$ cat config.mk
export PLATFORM = sky130hd
export DESIGN_NAME = alu_issue
export DESIGN_NICKNAME = d
export VERILOG_FILES = /design/src/rtl/alu_issue.sv
export SDC_FILE = /design/constraint.sdc
export NUM_CORES = 1
export LEC_CHECK = 0
export BUFFER_PORTS_ARGS = -buffer_cell sky130_fd_sc_hd__buf_2
export CAP_MARGIN = 20
export CORE_MARGIN = 5
export CORE_UTILIZATION = 47
export CTS_CLUSTER_SIZE = 40
export DETAILED_ROUTE_END_ITERATION = 7
export GPL_TIMING_DRIVEN = 1
export HOLD_SLACK_MARGIN = 0.12
export PLACE_DENSITY = 0.82
export RECOVER_POWER = 50
export SLEW_MARGIN = 0
export SYNTH_ARGS = -nofsm -noshare
export SYNTH_HDL_FRONTEND = slang
export SYNTH_SLANG_ARGS = --single-unit
$ cat constraint.sdc
create_clock -name clk -period 4.3 [get_ports clk]
set_input_delay 1.075 -clock clk [delete_from_list [all_inputs] [get_ports clk]]
set_output_delay 1.075 -clock clk [all_outputs]
set_load 0.01 [all_outputs]
$ cat src/rtl/alu_issue.sv
// -----------------------------------------------------------------------------
// alu_issue
//
// Decodes a small RV32I subset into ALU operands and an operation code, then
// queues the result in a 2-entry skid FIFO toward the ALU stage.
//
// Ports
//   clk          rising-edge clock
//   rst_n        asynchronous active-low reset
//   flush        synchronous discard of all buffered entries
//   in_valid     instruction/operand bundle present
//   in_ready     bundle accepted when in_valid && in_ready
//   instr        raw RV32I instruction word
//   rs1_data     register-file read port 1
//   rs2_data     register-file read port 2
//   out_valid    SrcA/SrcB/Operation valid toward the ALU
//   out_ready    ALU consumes when out_valid && out_ready
//   SrcA, SrcB   ALU operands from the head entry
//   Operation    ALU operation code from the head entry
//   illegal      head entry is an unsupported instruction
//   illegal_cnt  saturating count of accepted illegal instructions
// -----------------------------------------------------------------------------
module alu_issue #(
    parameter int DATA_WIDTH    = 32,
    parameter int OPCODE_LENGTH = 4
) (
    input  logic                     clk,
    input  logic                     rst_n,
    input  logic                     flush,
    input  logic                     in_valid,
    output logic                     in_ready,
    input  logic [31:0]              instr,
    input  logic [DATA_WIDTH-1:0]    rs1_data,
    input  logic [DATA_WIDTH-1:0]    rs2_data,
    output logic                     out_valid,
    input  logic                     out_ready,
    output logic [DATA_WIDTH-1:0]    SrcA,
    output logic [DATA_WIDTH-1:0]    SrcB,
    output logic [OPCODE_LENGTH-1:0] Operation,
    output logic                     illegal,
    output logic [15:0]              illegal_cnt
);

    localparam logic [OPCODE_LENGTH-1:0] OP_AND  = OPCODE_LENGTH'(4'b0000);
    localparam logic [OPCODE_LENGTH-1:0] OP_OR   = OPCODE_LENGTH'(4'b0001);
    localparam logic [OPCODE_LENGTH-1:0] OP_ADD  = OPCODE_LENGTH'(4'b0010);
    localparam logic [OPCODE_LENGTH-1:0] OP_XOR  = OPCODE_LENGTH'(4'b0101);
    localparam logic [OPCODE_LENGTH-1:0] OP_SUB  = OPCODE_LENGTH'(4'b0110);
    localparam logic [OPCODE_LENGTH-1:0] OP_BEQ  = OPCODE_LENGTH'(4'b1000);
    localparam logic [OPCODE_LENGTH-1:0] OP_ADDI = OPCODE_LENGTH'(4'b1100);
    localparam logic [OPCODE_LENGTH-1:0] OP_ILL  = OPCODE_LENGTH'(4'b1111);

    typedef struct packed {
        logic [DATA_WIDTH-1:0]    src_a;
        logic [DATA_WIDTH-1:0]    src_b;
        logic [OPCODE_LENGTH-1:0] op;
        logic                     ill;
    } entry_t;

    // ---------------------------------------------------------------- decode
    logic [6:0]            w_opcode;
    logic [2:0]            w_funct3;
    logic [6:0]            w_funct7;
    logic [DATA_WIDTH-1:0] w_imm_i;
    logic [DATA_WIDTH-1:0] w_imm_s;
    entry_t                w_entry;

    assign w_opcode = instr[6:0];
    assign w_funct3 = instr[14:12];
    assign w_funct7 = instr[31:25];
    assign w_imm_i  = {{(DATA_WIDTH-12){instr[31]}}, instr[31:20]};
    assign w_imm_s  = {{(DATA_WIDTH-12){instr[31]}}, instr[31:25], instr[11:7]};

    // NOTE: every field gets a default before the case so no path leaves a
    // signal unassigned, which would otherwise infer a latch.
    always_comb begin
        w_entry.src_a = rs1_data;
        w_entry.src_b = '0;
        w_entry.op    = OP_ILL;
        w_entry.ill   = 1'b1;
        case (w_opcode)
            7'b0110011: begin
                if (w_funct7 == 7'b0000000) begin
                    case (w_funct3)
                        3'b000:  begin w_entry.op = OP_ADD; w_entry.ill = 1'b0; end
                        3'b111:  begin w_entry.op = OP_AND; w_entry.ill = 1'b0; end
                        3'b110:  begin w_entry.op = OP_OR;  w_entry.ill = 1'b0; end
                        3'b100:  begin w_entry.op = OP_XOR; w_entry.ill = 1'b0; end
                        default: ;
                    endcase
                end else if (w_funct7 == 7'b0100000 && w_funct3 == 3'b000) begin
                    w_entry.op  = OP_SUB;
                    w_entry.ill = 1'b0;
                end
                if (!w_entry.ill) w_entry.src_b = rs2_data;
            end
            7'b0010011: begin
                if (w_funct3 == 3'b000) begin
                    // The ALU slices the immediate out of the raw word itself.
                    w_entry.src_b = DATA_WIDTH'(instr);
                    w_entry.op    = OP_ADDI;
                    w_entry.ill   = 1'b0;
                end
            end
            7'b1100011: begin
                if (w_funct3 == 3'b000) begin
                    w_entry.src_b = rs2_data;
                    w_entry.op    = OP_BEQ;
                    w_entry.ill   = 1'b0;
                end
            end
            7'b0000011: begin
                if (w_funct3 == 3'b010) begin
                    w_entry.src_b = w_imm_i;
                    w_entry.op    = OP_ADD;
                    w_entry.ill   = 1'b0;
                end
            end
            7'b0100011: begin
                if (w_funct3 == 3'b010) begin
                    w_entry.src_b = w_imm_s;
                    w_entry.op    = OP_ADD;
                    w_entry.ill   = 1'b0;
                end
            end
            default: ;
        endcase
    end

    // ------------------------------------------------------------------ FIFO
    logic [1:0]  r_count;
    logic        r_wr_ptr;
    logic        r_rd_ptr;
    logic [15:0] r_illegal_cnt;
    entry_t      r_mem [2];
    entry_t      w_head;
    logic        w_push;
    logic        w_pop;

    assign in_ready  = (r_count < 2'd2);
    assign out_valid = (r_count != 2'd0);
    // Flush wins over both handshakes; nothing is written or consumed.
    assign w_push    = in_valid && in_ready && !flush;
    assign w_pop     = out_valid && out_ready && !flush;
    assign w_head    = r_mem[r_rd_ptr];

    // NOTE: state registers use non-blocking assignments so every flop samples
    // the pre-edge values regardless of statement order.
    always_ff @(posedge clk or negedge rst_n) begin
        if (!rst_n) begin
            r_count  <= 2'd0;
            r_wr_ptr <= 1'b0;
            r_rd_ptr <= 1'b0;
        end else if (flush) begin
            r_count  <= 2'd0;
            r_wr_ptr <= 1'b0;
            r_rd_ptr <= 1'b0;
        end else begin
            if (w_push) r_wr_ptr <= ~r_wr_ptr;
            if (w_pop)  r_rd_ptr <= ~r_rd_ptr;
            case ({w_push, w_pop})
                2'b10:   r_count <= r_count + 2'd1;
                2'b01:   r_count <= r_count - 2'd1;
                default: ;
            endcase
        end
    end

    // NOTE: the storage array is deliberately not reset; an entry is only
    // observable once written, and empty-FIFO outputs are forced to zero below.
    always_ff @(posedge clk) begin
        if (w_push) r_mem[r_wr_ptr] <= w_entry;
    end

    always_ff @(posedge clk or negedge rst_n) begin
        if (!rst_n) begin
            r_illegal_cnt <= 16'd0;
        end else if (w_push && w_entry.ill && r_illegal_cnt != 16'hFFFF) begin
            r_illegal_cnt <= r_illegal_cnt + 16'd1;
        end
    end

    assign SrcA        = out_valid ? w_head.src_a : '0;
    assign SrcB        = out_valid ? w_head.src_b : '0;
    assign Operation   = out_valid ? w_head.op    : '0;
    assign illegal     = out_valid && w_head.ill;
    assign illegal_cnt = r_illegal_cnt;

endmodule

; ---- After elaboration in Yosys (flattened, before gate mapping)
; Memory sizes are Yosys's and may differ from the RTL's.
; Index checks and enable logic that the tools add are counted.
[classes]
addsub = 3
magnitude_cmp = 1
eq_ne = 13
mux = 21
n_bitwise = 2
reduce_logical = 15
[op_table]
columns = operator, count
row1 = case mux 37 bit (5 select lines), 1
row2 = two-way mux 37 bit, 4
row3 = two-way mux 32 bit, 3
row4 = equality test 7 x 6 -> 1 bit (second input constant), 3
row5 = case mux 5 bit (4 select lines), 1
row6 = adder 16 x 1 -> 16 bit (second input constant), 1
row7 = != test 16 bit (second input constant), 1
row8 = two-way mux 5 bit, 3
row9 = equality test 3 bit (second input constant), 3
row10 = logical AND 1 bit, 8
row11 = equality test 7 x 2 -> 1 bit (second input constant), 1
row12 = equality test 7 x 5 -> 1 bit (second input constant), 1
row13 = equality test 7 bit (second input constant), 1
row14 = logical NOT 7 bit, 1
row15 = two-way mux 1 bit, 6
row16 = nonzero test 2 bit, 3
row17 = two-way mux 4 bit, 1
row18 = case mux 2 bit (2 select lines), 1
row19 = equality test 3 x 2 -> 1 bit (second input constant), 1
row20 = logical NOT 3 bit, 1
row21 = nonzero test 3 bit, 1
row22 = adder 2 x 1 -> 2 bit (second input constant), 1
row23 = equality test 2 x 1 -> 1 bit (second input constant), 1
row24 = equality test 2 bit (second input constant), 1
row25 = 5 further kinds, 6
[word_totals]
reg_bits = 20
mem_bits_rw = 138
in_bits = 101
wordCells = 60
mem_count = 1
[memory_table]
columns = name, depth, width, read_ports, rd_clocked_by_memory_dff, write_ports, line_no
row1 = r_mem, 2, 69, 1, 0, 1, 135  ; entry_t r_mem [2];

; ---- Depth between registers and ports, before layout
; Gate-level depths: netlist (run 1).
[logic_depth]
ltp_word = 9
mapped_depth = 8
depth_no_buf = 7

; ---- Worst setup path after synthesis (run 1)
; OpenSTA, ideal clock, no wires.
[synth_path]
path_type = input -> register
start = input in_valid
end = memory r_mem[0][0] in the netlist's numbering, enable pin
setup_ps = 496
arrival_time_ps = 4362
t_required_ps = 3804
setup_slack_ps = -558
path_stages = 3
cell_sequence = nand2_1 or2_2 nor2_1
[synth_via]
elab_chain_cells = 4
[synth_lines]
columns = item, line_no
row1 = from (decl), 30  ; input logic in_valid,
row2 = logical AND 1 bit (2 in series), 143  ; assign w_push = in_valid && in_ready && !flush;
row3 = two-way mux 1 bit, 172  ; if (w_push) r_mem[r_wr_ptr] <= w_entry;
row4 = two-way mux 1 bit (implied by the code), 172
row5 = to (decl), 135
; No other way between the ends.

; ---- Worst setup path after layout (run 1)
[layout_path]
start = input in_valid
end = memory r_mem[0][18] in the netlist's numbering, enable pin
; The elaborated chain is that of the path after synthesis.

==> results of run 1 <==
-- registers in the layout, indices dropped and copies added (netlist names) --
| signal | count |
|---|---|
| illegal_cnt | 16 |
| r_rd_ptr | 1 |
| r_wr_ptr | 1 |
| r_mem | 138 |
| r_count | 2 |
-- how the worst min path moves through the flow --
stage                                from              end
after floorplan           illegal_cnt[14]  illegal_cnt[14]
after global placement    illegal_cnt[14]  illegal_cnt[14]
after detailed placement   illegal_cnt[8]   illegal_cnt[8]
after CTS                  illegal_cnt[8]   illegal_cnt[8]
after global routing      illegal_cnt[14]  illegal_cnt[14]
final                      illegal_cnt[8]   illegal_cnt[8]
-- worst max-delay path: cells and delay by family --
family | cells | cell delay (ns)
and+or+nand+nor | 3 | 2.03
buffers and inverters | 2 | 0.49
-- cell usage after synthesis (all sizes together) --
master,instances
edfxtp,138
or2,1
nor3,5
o22ai,1
nand4,4
o21ai,7
a31oi,1
mux2,6
nand2,12
clkbuf,13
nand3,16
or3,4
a221o,21
a311o,1
a22o,8
o21bai,1
a31o,1
nor4,2
nor2b,3
a21oi,4
or4b,1
mux2i,70
nand3b,3
o31ai,2
ha,1
and3,7
and2,2
nor2,83
a21o,8
xor2,3
xnor2,15
nor3b,1
nand2b,4
inv,8
dfrtp,20
buf,13
-- cell type report --
| cell class | count | area (um^2) | share of cell area (%) |
|---|---|---|---|
| Multi-Input combinational cell | 298 | 2090 | 24.2 |
| Antenna cell | 3 | 7.51 | 0.0871 |
| Inverter | 8 | 30.0 | 0.348 |
| Timing Repair Buffer | 194 | 990 | 11.5 |
| Clock inverter | 12 | 193 | 2.23 |
| Clock buffer | 19 | 433 | 5.02 |
| Sequential cell | 158 | 4650 | 53.9 |
| Tap cell | 184 | 230 | 2.67 |
-- cells by family after synthesis --
kind of cell    after synthesis  share of synthesized area [%]
simple gates                148                           9.92
buf+inv                      34                           2.57
xor+xnor                     18                           2.39
flops                       158                           67.2
compound gates               55                           6.61
mux                          76                           11.1
fa+ha+maj                     1                          0.181
-- placed cells by master (no fill, tap or decap), types with 2 or more instances in the layout --
cell	instances
sky130_fd_sc_hd__a21o_1	8
sky130_fd_sc_hd__a21oi_1	4
sky130_fd_sc_hd__a221o_1	21
sky130_fd_sc_hd__a22o_1	7
sky130_fd_sc_hd__and2_1	2
sky130_fd_sc_hd__and3_1	7
sky130_fd_sc_hd__buf_12	4
sky130_fd_sc_hd__buf_2	148
sky130_fd_sc_hd__buf_4	3
sky130_fd_sc_hd__bufinv_16	5
sky130_fd_sc_hd__clkbuf_1	40
sky130_fd_sc_hd__clkbuf_16	17
sky130_fd_sc_hd__clkinv_1	2
sky130_fd_sc_hd__clkinv_2	2
sky130_fd_sc_hd__dfrtp_1	19
sky130_fd_sc_hd__diode_2	3
sky130_fd_sc_hd__edfxtp_1	138
sky130_fd_sc_hd__inv_1	8
sky130_fd_sc_hd__mux2_2	6
sky130_fd_sc_hd__mux2i_1	70
sky130_fd_sc_hd__nand2_1	12
sky130_fd_sc_hd__nand2b_1	4
sky130_fd_sc_hd__nand3_1	16
sky130_fd_sc_hd__nand3b_1	3
sky130_fd_sc_hd__nand4_1	4
sky130_fd_sc_hd__nor2_1	81
sky130_fd_sc_hd__nor2_4	2
sky130_fd_sc_hd__nor2b_1	3
sky130_fd_sc_hd__nor3_1	4
sky130_fd_sc_hd__nor4_1	2
sky130_fd_sc_hd__o21ai_0	6
sky130_fd_sc_hd__o31ai_1	2
sky130_fd_sc_hd__or3_1	4
sky130_fd_sc_hd__xnor2_1	14
sky130_fd_sc_hd__xor2_1	3
-- routing by layer --
metal  vias to the layer above  global-route usage (%)  wire [um]
met5                         -                       0          0
met4                         0                    9.77        526
met3                        44                    4.93       1140
met2                       231                    32.8       8600
met1                      2333                    22.2       6380
li1                       2216                       -          -
-- stage by stage --
step | instances | setup TNS (ns)
global route | 876 | 0
global placement | 842 | 0
detailed placement | 842 | 0
CTS | 873 | 0
finish | 876 | 0
floorplan | 490 | -77.03
-- power breakdown --
part	switching (mW)	leakage (nW)	total, mW	internal [mW]
Clock	0.568	0.302	1.59	1.02
Combinational	0.234	1.55	0.407	0.173
Sequential	0.0592	1.57	1.80	1.74
Total	0.862	3.42	3.80	2.94
==> impl.org, run 1 <==
** Setup path
- Worst stage delay on the critical path :: between 1.5 and 2 ns
- Setup slack on the worst reg-to-reg path comes out at 1.04 ns.
- Max stage delay cell, worst path :: sky130_fd_sc_hd__nor2_1
- The critical path ends at r_mem[0][18].
- Crit Path Max Fanout :: 46
- The worst setup path is captured at a register.
- The worst register-to-register path begins at r_count[1].
- The worst setup path is launched from a primary input.
- At the worst endpoint, the arrival time is approximately 3.6 ns.
- The most critical setup path has its startpoint at in_valid.
- Type of the setup path with the least slack :: primary input to register
- STA puts the critical path data required time at approximately 4.4 ns.
- Worst reg-to-reg path cell count :: 5
- The worst register-to-register path ends at r_mem[0][18].
- Walking the worst path, the cells encountered are clkbuf_1, nand2_1, or2_0, nor2_1, buf_12.

** Floorplanning
- The initial utilization of the core area, before any placement, comes to approximately 48%.
- Die boundary height :: ~130 um
- The die is 131 um wide.
- The region available for standard cell placement spans between 10000 and 15000 um^2.
- Row generation in the floorplan step produced 44 rows.
- In this run the count of I/O pins placed on the die edge is between 150 and 200.
- Floorplan die area :: about 17000 um^2

** Clock network
- TritonCTS created 17 clock buffers.
- Worst skew pair latency :: about 0.42 ns
- H-Tree Level Count :: 4
- Count of cells resized by post-cts repair :: 0
- TritonCTS built the clock tree.
- The longest clock path from root to sink contains 2 buffers.
- Clock root buffer :: sky130_fd_sc_hd__clkbuf_16
- Clock tree synthesis found a total of about 160 sinks.
- Buffers added to address setup during post-CTS repair amount to 0.
- CTS clock-pin slew for the worst setup and hold paths :: 0.06 ns
- After clock tree synthesis, the flow added hold-fix buffers numbering 0.

** Global route
- Global-route wire length before repair :: ~26 mm
- Antenna violations before repair :: 2
- Number of global-route vias before repair :: between 5000 and 6000
- Global routing consumed, over all layers together, a little under a fifth of the routing resources.
- After global routing the overflow that remains totals 0.
- Entering global routing, the biggest net connects 47 pins.

** Synthesis
- By area the synthesized netlist is led by sky130_fd_sc_hd__edfxtp_1 (60%), sky130_fd_sc_hd__mux2i_1 (10%), sky130_fd_sc_hd__dfrtp_1 (7.2%).
- Register bit total from synthesis :: 158
- The largest total area in the synthesized netlist belongs to sky130_fd_sc_hd__edfxtp_1.
- After synthesis, the mean cell area works out to around 14 um^2.
- Mapped Area :: approximately 6900 um^2
- The netlist uses 43 different library cells.
- When the netlist entered floorplanning its net count stood at approximately 590.
- The Yosys step of the flow raised 0 warnings.
- Gate Count Post-Synth :: a little under 500
- Of the synthesized area, sequential elements account for between 60% and 70%.
- Top-area cell type share of the netlist area :: between 50% and 60%

** Route
- First drt pass iteration count :: 5
- Via density per instance :: 5.51
- Average wire per cell in the routed design :: between 15 and 20 um
- Detailed Route WL :: ~17 mm
- DR iter-0 viols :: approximately 280
- Once detail routing completed, the nets flagged for antenna violations numbered 0.
- Residual DRC count :: 0
- Total via count in the routed design :: between 4000 and 5000

** STA
- Headroom to the max-slew limit came out at -37.1%.
- Setup repair after global routing left no endpoint under its margin.
- Setup ws final :: about 0.77 ns
- For the finished layout, the period the worst path requires is 3.53 ns.
- Static timing analysis puts the maximum clock frequency at ~0.28 GHz.
- Setup violations remaining at the end of the flow were counted as 0.
- For the pin with the worst max-slew slack, the measured transition is around 2.0 ns.
- Final hold violations :: 0
- Final slew viol count :: 24
- Dividing the final minimum period by the clock period gives 82.2%.
- Post-route clock skew :: ~0.005 ns
- Worst Hold Slack :: approximately 0.52 ns

** Cells and area
- For this run, the post-layout net count is roughly 800.
- Area growth syn-to-layout :: 24.8%
- Design area :: about 8600 um^2
- At the end of the flow the core is filled with cells to about three fifths.
- The filler cells instantiated in the layout total 1164.
- Cells with a size suffix above 1 make up roughly 28% of the layout.

** Power
- VDD sags by at most 0.246 mV.
- Total power for the finished layout comes to ~3.8 mW.
- Leakage component of the power :: around 3.4 nW
- Pwr dens :: between 400 and 500 nW/um^2

** Min path
- Along the worst hold path, the cell count comes to 1.
- Class of the tightest hold or removal check :: register to register

** Place
- Placed Area :: approximately 8000 um^2
- HPWL reported at the end of detailed placement :: between 10 and 15 mm
- Setup slack after placement :: about 1.1 ns
- During placement, the flow inserted port buffers numbering approximately 190.
- Weighted congestion at the end of routability-driven global placement :: 0.919

** Run
- The tool flagged a number of max-cap violations equal to 1.

** Status
- The flow ran to the end, but the final reports show violations.
- The final reports fail on capacitance limit, slew limit.
(Power assumes the default switching activity.)
==> run 2, diff against run 1 <==
--- a/config.mk
+++ b/config.mk
@@ -8,12 +8,12 @@
 export BUFFER_PORTS_ARGS = -buffer_cell sky130_fd_sc_hd__buf_2
 export CAP_MARGIN = 20
 export CORE_MARGIN = 5
-export CORE_UTILIZATION = 47
+export CORE_UTILIZATION = 53
 export CTS_CLUSTER_SIZE = 40
 export DETAILED_ROUTE_END_ITERATION = 7
 export GPL_TIMING_DRIVEN = 1
 export HOLD_SLACK_MARGIN = 0.12
-export PLACE_DENSITY = 0.82
+export PLACE_DENSITY = 0.87
 export RECOVER_POWER = 50
 export SLEW_MARGIN = 0
 export SYNTH_ARGS = -nofsm -noshare
==> constraint.sdc (replaced) <==
create_clock -name clk -period 3.54 [get_ports clk]
set_input_delay 0.885 -clock clk [delete_from_list [all_inputs] [get_ports clk]]
set_output_delay 0.885 -clock clk [all_outputs]
set_load 0.01 [all_outputs]
==> run 2 against run 1 <==
  * The flow now finishes without violations
  * Setup slack got worse by 0.10 ns
  * Cell area decreased by 0.74%
  * Core utilization increased by 7.7 points
  * Sequential power increased by 22%
  * Clock-buffer cell count increased by 2
  * Clock skew increased by 0.0010 ns
  * Global-route usage increased by 2.3 points
  * Wire length decreased by 3.0%
  * Critical endpoint is now Operation[0]
  * Largest cell class unchanged
==> impl.org, run 2 (synthesis gave the netlist of run 1 again) <==
** Status
- The run finished with clean final reports.

** Global route
- Maximum number of pins on one net before global-route repair :: around 70
- Number of global-route vias before repair :: around 4800
- The first global-routing pass estimated between 20 and 25 mm of wire.
- Overall routing resource usage :: 21.4%
- Overflow after GRT :: 0
- Antenna violations before repair :: 0

** Setup path
- STA classifies the critical path endpoint as a primary output.
- Endpoint arrival time on the critical path :: 1.99 ns
- Startpoint class of the critical path :: register
- The worst setup path is of the register to primary output kind.
- STA puts the critical path data required time at around 2.7 ns.
- In this run the worst path has a maximum fanout of 28.

** Clock network
- Inserted Clock Buffers :: 17
- Post-CTS setup buffer count :: 0
- TritonCTS built the clock tree.
- In this run the number of H-tree levels came out at 4.
- Clock root buffer :: sky130_fd_sc_hd__clkbuf_16
- Counting along the longest clock path gives a buffer depth of 2.
- Count of cells resized by post-cts repair :: 0
- CTS clock-pin slew for the worst setup and hold paths :: about 0.06 ns
- For this design, the sink count on the clock tree is 158.
- Worst skew pair latency :: between 0.4 and 0.5 ns
- Number of buffers inserted by hold repair at cts :: 0

** STA
- Dividing the final minimum period by the clock period gives 81.2%.
- Final slew viol count :: 0
- Max Fclk :: between 0.3 and 0.4 GHz
- Transition time of the tightest slew-check pin :: between 1 and 1.5 ns
- Unrepaired setup endpoints after global routing :: false
- Remaining max-slew budget at the tightest pin :: under 10%
- Final hold analysis gives a worst-case slack of a little over 0.5 ns.
- Across all setup checks in the final design, the least slack found is approximately 0.67 ns.
- Final hold violations :: 0
- For the final routed database, the setup TNS stands at 0 ns.
- Post-route clock skew :: between 0.006 and 0.007 ns
- Setup violation total in the final timing report :: 0
- The routed design could run at a clock period as short as 2.87 ns.

** Route
- DR iter-0 viols :: 340
- Detailed Route WL :: about 16 mm
- Average wire per cell in the routed design :: ~19 um
- Dividing the detail-routed via count by the number of cells gives about 5.5.
- The first detailed-routing pass ran for 5 iterations.
- The count of nets left with antenna violations once routing finished came out at 0.
- Residual DRC count :: 0
- Total via count in the routed design :: roughly 4800

** Floorplanning
- Core area :: 12700 um^2
- Pin placement for this block handled approximately 190 I/O pins.
- The initialized floorplan defines 41 standard-cell rows.
- The die covers approximately 15000 um^2.
- The die is approximately 120 um tall.
- Die Width :: approximately 120 um
- Initial Util :: a little over half

** Power
- Leakage component of the power :: about 3.4 nW
- Post-layout total power :: between 4 and 5 mW
- IR drop worst, VDD :: about 0.37 mV
- In this run the power density over the cells is roughly 520 nW/um^2.

** Cells and area
- Commonest cells after routing, fill and taps aside :: sky130_fd_sc_hd__buf_2 (148), sky130_fd_sc_hd__edfxtp_1 (138), sky130_fd_sc_hd__nor2_1 (80)
- Area taken by multi-input logic gates :: 2100 um^2
- The library cell used most frequently in the layout, excluding fill and tap cells, is sky130_fd_sc_hd__buf_2.
- The layout has between 900 and 1000 filler cells.
- Number of antenna diodes :: 0
- The post-route netlist has just under 30% of its cells at a drive strength greater than 1.
- The register with the most flip-flops in the layout has approximately 140 of them.
- Layout net count :: 784
- After routing the design area is approximately 8600 um^2.
- Across the whole layout, storage elements account for between 4000 and 5000 um^2.
- From synthesis to final layout, the design area changed by 23.8%.
- Final standard cell count with taps included and fillers excluded :: about 870
- r_mem holds more flip-flops than any other register.
- Core utilization of the finished layout :: 67.3%

** Place
- At the placement stage, the worst setup path has a slack of between 0.5 and 0.6 ns.
- Weighted congestion at the end of routability-driven global placement :: 0.859
- Post-placement cell count :: between 800 and 900
- Number of I/O port buffers :: roughly 190
- HPWL reported at the end of detailed placement :: between 10 and 15 mm
- Once placement finished, the instance area stood at a little over 8000 um^2.

** Run
- Max-cap violations :: 0

** Min path
- The min-delay analysis places its worst path in the category register to register.
run 2: cell count changes in the layout (fill, tap and decap cells not counted), sizes merged:
| cell | delta |
|---|---|
| diode | -3 |
| inv | -1 |
| bufinv | -2 |
| clkbuf | +7 |
| clkinv | +2 |
run 2: area by class of cell:
| type | count | share of cell area (%) |
|---|---|---|
| clock buffer | 21 | 5.15 |
| clock inverter | 11 | 1.67 |
| inverter | 8 | 0.351 |
| multi-input combinational | 298 | 24.6 |
| sequential | 158 | 54.3 |
| tap | 172 | 2.51 |
| timing repair buffer | 199 | 11.4 |
run 2: critical path: stages (launching register included):
cell and delay, ns:
sky130_fd_sc_hd__dfrtp_4 0.75, sky130_fd_sc_hd__buf_4 0.32, sky130_fd_sc_hd__mux2i_1 0.28, sky130_fd_sc_hd__nor2_1 0.06, sky130_fd_sc_hd__buf_2 0.17
run 2: where the power goes:
group,internal [mW],switching (mW)
registers,2.12,0.0725
clock network,1.10,0.680
logic,0.206,0.284
total,3.43,1.04
run 2: layer usage:
layer | global-route usage [%] | up-vias | part of all wire (%) | routed length (um)
met5 | 0 | - | 0 | 0
met3 | 6.40 | 40 | 7.9 | 1280
li1 | - | 2233 | - | -
met1 | 24.1 | 2278 | 36 | 5870
met4 | 10.7 | 0 | 3.7 | 604
met2 | 36.9 | 221 | 52 | 8400
run 2: worst paths after layout:
check | start | to | slack [ns] | depth (start not counted)
worst max register to register | r_count[1] | r_mem[1][48] | 0.92 | 5
worst min-delay path | illegal_cnt[14] | illegal_cnt[14] | 0.51 | 1
worst max-delay path | r_rd_ptr | Operation[0] | 0.67 | 4
worst min register to register | illegal_cnt[14] | illegal_cnt[14] | 0.51 | 1
min in group asynchronous | rst_n | illegal_cnt[1] | 0.64 | 1
max in group asynchronous | rst_n | r_rd_ptr | 2.11 | 1
